**config.mk**
```make
export PLATFORM = sky130hd
export DESIGN_NAME = id_ex_operand_stage
export DESIGN_NICKNAME = d
export VERILOG_FILES = /design/src/rtl/id_ex_operand_stage.sv
export SDC_FILE = /design/constraint.sdc
export NUM_CORES = 1
export LEC_CHECK = 0
export ABC_AREA = 0
export CAP_MARGIN = 20
export CORE_MARGIN = 3
export CORE_UTILIZATION = 41
export DETAILED_ROUTE_END_ITERATION = 16
export PLACE_DENSITY = 0.88
export SLEW_MARGIN = 20
export SYNTH_ARGS = -nofsm -noshare
export SYNTH_HDL_FRONTEND = slang
export SYNTH_SLANG_ARGS = --single-unit
```
**constraint.sdc**
```tcl
create_clock -name Clk -period 6.8 [get_ports Clk]
set_clock_uncertainty 0.05 [all_clocks]
set_input_delay 0.68 -clock Clk [delete_from_list [all_inputs] [get_ports Clk]]
set_output_delay 0.68 -clock Clk [all_outputs]
set_load 0.01 [all_outputs]
```
**src/rtl/id_ex_operand_stage.sv**
```systemverilog
// ID/EX operand register: captures register-file operands with EX/MEM/WB
// forwarding, and inserts a one-cycle bubble on load-use hazards or flush.
module id_ex_operand_stage #(
    parameter int DATA_W = 32,
    parameter int ADDR_W = 5
) (
    input  logic              Clk,
    input  logic              Rst_n,
    input  logic [ADDR_W-1:0] RA,
    input  logic [ADDR_W-1:0] RB,
    input  logic [DATA_W-1:0] PA,
    input  logic [DATA_W-1:0] PB,
    input  logic              ID_VALID,
    input  logic              ID_USE_A,
    input  logic              ID_USE_B,
    input  logic [ADDR_W-1:0] ID_RD,
    input  logic              ID_WE,
    input  logic              ID_LOAD,
    input  logic [DATA_W-1:0] EX_RES,
    input  logic [ADDR_W-1:0] MEM_RD,
    input  logic              MEM_WE,
    input  logic [DATA_W-1:0] MEM_RES,
    input  logic [ADDR_W-1:0] RW,
    input  logic              LE,
    input  logic [DATA_W-1:0] PW,
    input  logic              Flush,
    output logic [DATA_W-1:0] Q_A,
    output logic [DATA_W-1:0] Q_B,
    output logic [ADDR_W-1:0] Q_RD,
    output logic              Q_WE,
    output logic              Q_LOAD,
    output logic              Q_VALID,
    output logic              Stall,
    output logic [1:0]        FWD_A,
    output logic [1:0]        FWD_B
);

    localparam logic [1:0] SEL_RF  = 2'd0;
    localparam logic [1:0] SEL_WB  = 2'd1;
    localparam logic [1:0] SEL_MEM = 2'd2;
    localparam logic [1:0] SEL_EX  = 2'd3;

    logic [DATA_W-1:0] q_a_r;
    logic [DATA_W-1:0] q_b_r;
    logic [ADDR_W-1:0] q_rd_r;
    logic              q_we_r;
    logic              q_load_r;
    logic              q_valid_r;

    logic              ex_fwd_ok_s;
    logic [1:0]        fwd_a_s;
    logic [1:0]        fwd_b_s;
    logic [DATA_W-1:0] op_a_s;
    logic [DATA_W-1:0] op_b_s;
    logic              hazard_a_s;
    logic              hazard_b_s;
    logic              stall_s;
    logic              bubble_s;

    // GR0 is never matched; otherwise the youngest writer wins.
    function automatic logic [1:0] fwd_sel(
        input logic [ADDR_W-1:0] src,
        input logic              ex_ok,
        input logic [ADDR_W-1:0] ex_rd,
        input logic              mem_we,
        input logic [ADDR_W-1:0] mem_rd,
        input logic              wb_we,
        input logic [ADDR_W-1:0] wb_rd
    );
        logic [1:0] sel;
        if (src == {ADDR_W{1'b0}}) begin
            sel = SEL_RF;
        end else if (ex_ok && (ex_rd == src)) begin
            sel = SEL_EX;
        end else if (mem_we && (mem_rd == src)) begin
            sel = SEL_MEM;
        end else if (wb_we && (wb_rd == src)) begin
            sel = SEL_WB;
        end else begin
            sel = SEL_RF;
        end
        return sel;
    endfunction

    function automatic logic [DATA_W-1:0] fwd_mux(
        input logic [ADDR_W-1:0] src,
        input logic [1:0]        sel,
        input logic [DATA_W-1:0] rf,
        input logic [DATA_W-1:0] wb,
        input logic [DATA_W-1:0] mem,
        input logic [DATA_W-1:0] ex
    );
        logic [DATA_W-1:0] val;
        if (src == {ADDR_W{1'b0}}) begin
            val = {DATA_W{1'b0}};
        end else begin
            case (sel)
                SEL_RF:  val = rf;
                SEL_WB:  val = wb;
                SEL_MEM: val = mem;
                SEL_EX:  val = ex;
                default: val = rf;
            endcase
        end
        return val;
    endfunction

    // Forwarding selects and operand muxes.
    always_comb begin
        // A load in EX has no result yet, so it cannot forward from EX.
        ex_fwd_ok_s = q_valid_r & q_we_r & ~q_load_r;
        fwd_a_s = fwd_sel(RA, ex_fwd_ok_s, q_rd_r, MEM_WE, MEM_RD, LE, RW);
        fwd_b_s = fwd_sel(RB, ex_fwd_ok_s, q_rd_r, MEM_WE, MEM_RD, LE, RW);
        op_a_s  = fwd_mux(RA, fwd_a_s, PA, PW, MEM_RES, EX_RES);
        op_b_s  = fwd_mux(RB, fwd_b_s, PB, PW, MEM_RES, EX_RES);
    end

    // Load-use hazard detection; flush suppresses the stall.
    always_comb begin
        hazard_a_s = ID_USE_A & (RA != {ADDR_W{1'b0}}) & (RA == q_rd_r);
        hazard_b_s = ID_USE_B & (RB != {ADDR_W{1'b0}}) & (RB == q_rd_r);
        stall_s    = ID_VALID & q_valid_r & q_load_r & q_we_r & ~Flush &
                     (hazard_a_s | hazard_b_s);
        bubble_s   = Flush | stall_s;
    end

    // Pipeline register: reset, bubble, or latch the forwarded operands.
    always_ff @(posedge Clk) begin
        if (!Rst_n) begin
            q_a_r     <= {DATA_W{1'b0}};
            q_b_r     <= {DATA_W{1'b0}};
            q_rd_r    <= {ADDR_W{1'b0}};
            q_we_r    <= 1'b0;
            q_load_r  <= 1'b0;
            q_valid_r <= 1'b0;
        end else if (bubble_s) begin
            q_a_r     <= {DATA_W{1'b0}};
            q_b_r     <= {DATA_W{1'b0}};
            q_rd_r    <= {ADDR_W{1'b0}};
            q_we_r    <= 1'b0;
            q_load_r  <= 1'b0;
            q_valid_r <= 1'b0;
        end else begin
            q_a_r     <= op_a_s;
            q_b_r     <= op_b_s;
            q_rd_r    <= ID_VALID ? ID_RD : {ADDR_W{1'b0}};
            q_we_r    <= ID_VALID & ID_WE;
            q_load_r  <= ID_VALID & ID_LOAD;
            q_valid_r <= ID_VALID;
        end
    end

    assign Q_A     = q_a_r;
    assign Q_B     = q_b_r;
    assign Q_RD    = q_rd_r;
    assign Q_WE    = q_we_r;
    assign Q_LOAD  = q_load_r;
    assign Q_VALID = q_valid_r;
    assign Stall   = stall_s;
    assign FWD_A   = fwd_a_s;
    assign FWD_B   = fwd_b_s;

endmodule

```
==> impl_summary.txt <==
----------------------------------------------------
[Yosys]
  Syn avg cell area ... 7.91 um2
  Syn_nets ... 754
  Cells after synthesis ... 559
  Share of synthesized flip-flops with an asynchronous set or reset ... 0
  Number of synthesized flops with an enable pin ... 0
  Number of distinct library cell variants in the gate-level netlist after synthesis ... 38
  Most instantiated flip-flop cell in the synthesis netlist ... sky130_fd_sc_hd__dfxtp_1
  Number of synthesis warnings ... 0
  Number of synthesized register bits ... 72
  Netlist area before placement ... 0.00442 mm2
  Fraction of the yosys area taken by sequential cells ... 0.326

[Setup path]
  Number of cell instances on the worst register-to-register path ... 7
  Reg-to-reg endpoint ... Q_B[19]
  Setup CP Type ... in -> out
  Reg2reg setup slack ... 3790 ps
  Highest net fanout along the worst path ... 36
  CP Launch Type ... primary input
  Worst reg2reg path startpoint ... Q_RD[1]
  Data arrival time of the worst path ... 3540 ps
  Critical path data required time ... 6070 ps
  Kind of end point of the critical path ... output pin

[Floorplanning]
  Core area ... 0.0104 mm2
  Io pins ... 272
  Vertical extent of the die ... 110 um
  DIE AREA ... 0.0121 mm2
  Effective utilization at floorplan ... 0.425
  Die Width ... 110 um
  Cell row count ... 37

[Drt]
  Detail-routed net length per standard cell ... 21.0 um
  DRC Markers ... 0
  Routed WL ... 19.8 mm
  Via density per instance ... 5.91
  Via count ... 5559
  Number of detailed-routing iterations run before antenna repair ... 5
  First DRT Iteration DRCs ... 497
  ANT nets after route ... 0

[STA]
  Worst rel slew slack ... 0.263
  Post-Route Hold Slack ... 847 ps
  F_max ... 234 MHz
  Fin crit period ... 4270 ps
  Transition time of the tightest slew-check pin ... 1110 ps
  Final critical-path share of the clock period ... 0.628
  Final count of hold timing violations ... 0
  Setup tns final ... 0 ps
  Setup repair after global routing missed its margin ... no
  Final setup fails ... 0
  Post-route worst setup slack ... 2530 ps
  Max-slew violation count ... 0

[Layout]
  Final Non-Filler Cells ... 941
  Most common cell after layout, fill and taps aside ... sky130_fd_sc_hd__clkdlybuf4s50_1
  Diode count ... 0
  Final design utilization ... 0.717
  Final net count ... 995
  Share of cells above drive strength 1 ... 0.0832
  Number of fillers in the final layout ... 813
  Total non-filler cell area in the finished layout ... 0.00747 mm2
  Synthesis-to-layout area growth ... 69.0%
  Most frequent cells in the layout ... 271 x sky130_fd_sc_hd__clkdlybuf4s50_1, 132 x sky130_fd_sc_hd__nor2_1, 72 x sky130_fd_sc_hd__dfxtp_1

[Clock network]
  Total number of H-tree levels ... 3
  Number of gates resized after cts ... 0
  Number of buffers inserted to repair setup after CTS ... 0
  Number of buffers added to fix hold violations after cts ... 0
  Buffer depth of the longest clock path ... 2
  Clock Latency Late Sink ... 340 ps
  Clock input transition at the sequential cells of the worst setup and hold paths ... 90 ps
  Number of buffers inserted during clock tree synthesis ... 9
  CTS sink cnt ... 72
  CTS tree ... yes
  Clock Tree Root ... sky130_fd_sc_hd__clkbuf_8

[Placement]
  Final weighted congestion in routability-driven placement ... 0.889
  Detail Placement HPWL ... 14.1 mm
  Placed Instances ... 925
  Count of port buffers added during placement ... 271
  Post-Place Cell Area ... 0.00720 mm2
  Setup Slack @ Placement ... 2440 ps

[Power and ir drop]
  Static power due to leakage ... 2.63 nW
  Power density relative to cell area ... 161 mW/mm2
  Max IR drop VDD ... 82.6 uV
  Final total power ... 1.20 mW

[Global routing]
  Vias in the first global route ... 5673
  Total global routing overflow ... 0
  Aggregate global-route resource usage ... 0.315
  First-pass GRT wire length ... 29.5 mm
  Number of antenna violations at the first check in global routing ... 0
  Largest net degree at the start of global routing ... 37

[Status]
  Status ... complete, no violations

[Hold path]
  Worst min path class ... reg -> reg
  End point of the worst hold path ... Q_B[20]
  WHS Path Cells ... 4
  Hold wc startpoint ... Q_VALID

[Job]
  Max-capacitance violation count ... 0

----------------------------------------------------
## sequential cells by signal, summed over array words and instances (netlist names)
signal / flops
Q_RD: 5
Q_LOAD: 1
Q_B: 32
Q_VALID: 1
Q_A: 32
Q_WE: 1
## synthesized netlist by cell type (all sizes together) (3+ instances only)
cell     number  area, um2
a211oi        3       22.5
a21oi         4       20.0
a221oi       20        175
a31oi         3       18.8
and2          7       43.8
buf           6       48.8
clkbuf       42        158
dfxtp        72       1440
nand2        16       60.1
nand2b       32        200
nand3         8       40.0
nor2        134        513
nor3         59        295
nor4         31        375
o21a         31        233
o221ai       10       87.6
o22a         20        175
o2bb2ai      10       87.6
or4           5       41.3
xnor2        10       87.6
xor2         20        175
## area by class of cell
cell class | count | area [um2] | share of cell area
Timing Repair Buffer | 278 | 2770 | 0.370
Clock inverter | 5 | 128 | 0.0171
Multi-Input combinational cell | 438 | 2820 | 0.378
Sequential cell | 72 | 1440 | 0.193
Tap cell | 136 | 170 | 0.0228
Clock buffer | 11 | 141 | 0.0189
Inverter | 1 | 3.75 | 0.000502
## per-layer routing
| metal | vias up | GRT usage | routed length [um] |
|---|---|---|---|
| met5 | - | 0 | 0 |
| met4 | 0 | 0.148 | 897 |
| met3 | 82 | 0.0687 | 2150 |
| met2 | 389 | 0.546 | 9790 |
| met1 | 2602 | 0.368 | 6950 |
| li1 | 2486 | - | - |
## power breakdown
| group | switching (mW) | internal, mW | leakage, nW |
|---|---|---|---|
| Clock | 0.172 | 0.291 | 0.130 |
| Combinational | 0.117 | 0.172 | 1.91 |
| Sequential | 0.00655 | 0.441 | 0.591 |
## critical path: stages
cell and delay [ps]:
sky130_fd_sc_hd__clkdlybuf4s50_1 520, sky130_fd_sc_hd__xor2_1 210, sky130_fd_sc_hd__nor3_1 390, sky130_fd_sc_hd__nand3_2 780
sky130_fd_sc_hd__a21oi_1 380, sky130_fd_sc_hd__clkdlybuf4s50_1 580
## kinds of logic after synthesis
kind of cell           Yosys count  synth area share
AND/OR/NAND/NOR                301             0.368
AO/OA/AOI/OAI                  107             0.199
buffers and inverters           49            0.0475
XOR/XNOR                        30            0.0594
flip-flops                      72             0.326
## worst max-delay path by stage
stage / start / endpoint / slack [ps] / cells past startpoint
3_5_place_dp: RB[2] / Q_A[4] / 2440 / 7
3_3_place_gp: RB[1] / Q_A[11] / 2610 / 7
6_report: RB[1] / FWD_B[0] / 2530 / 6
5_1_grt: RB[1] / FWD_B[0] / 2350 / 6
2_1_floorplan: RA[3] / FWD_A[0] / 4040 / 7
4_1_cts: RB[1] / FWD_B[0] / 2550 / 6
Power figures use the tool's default switching activity.
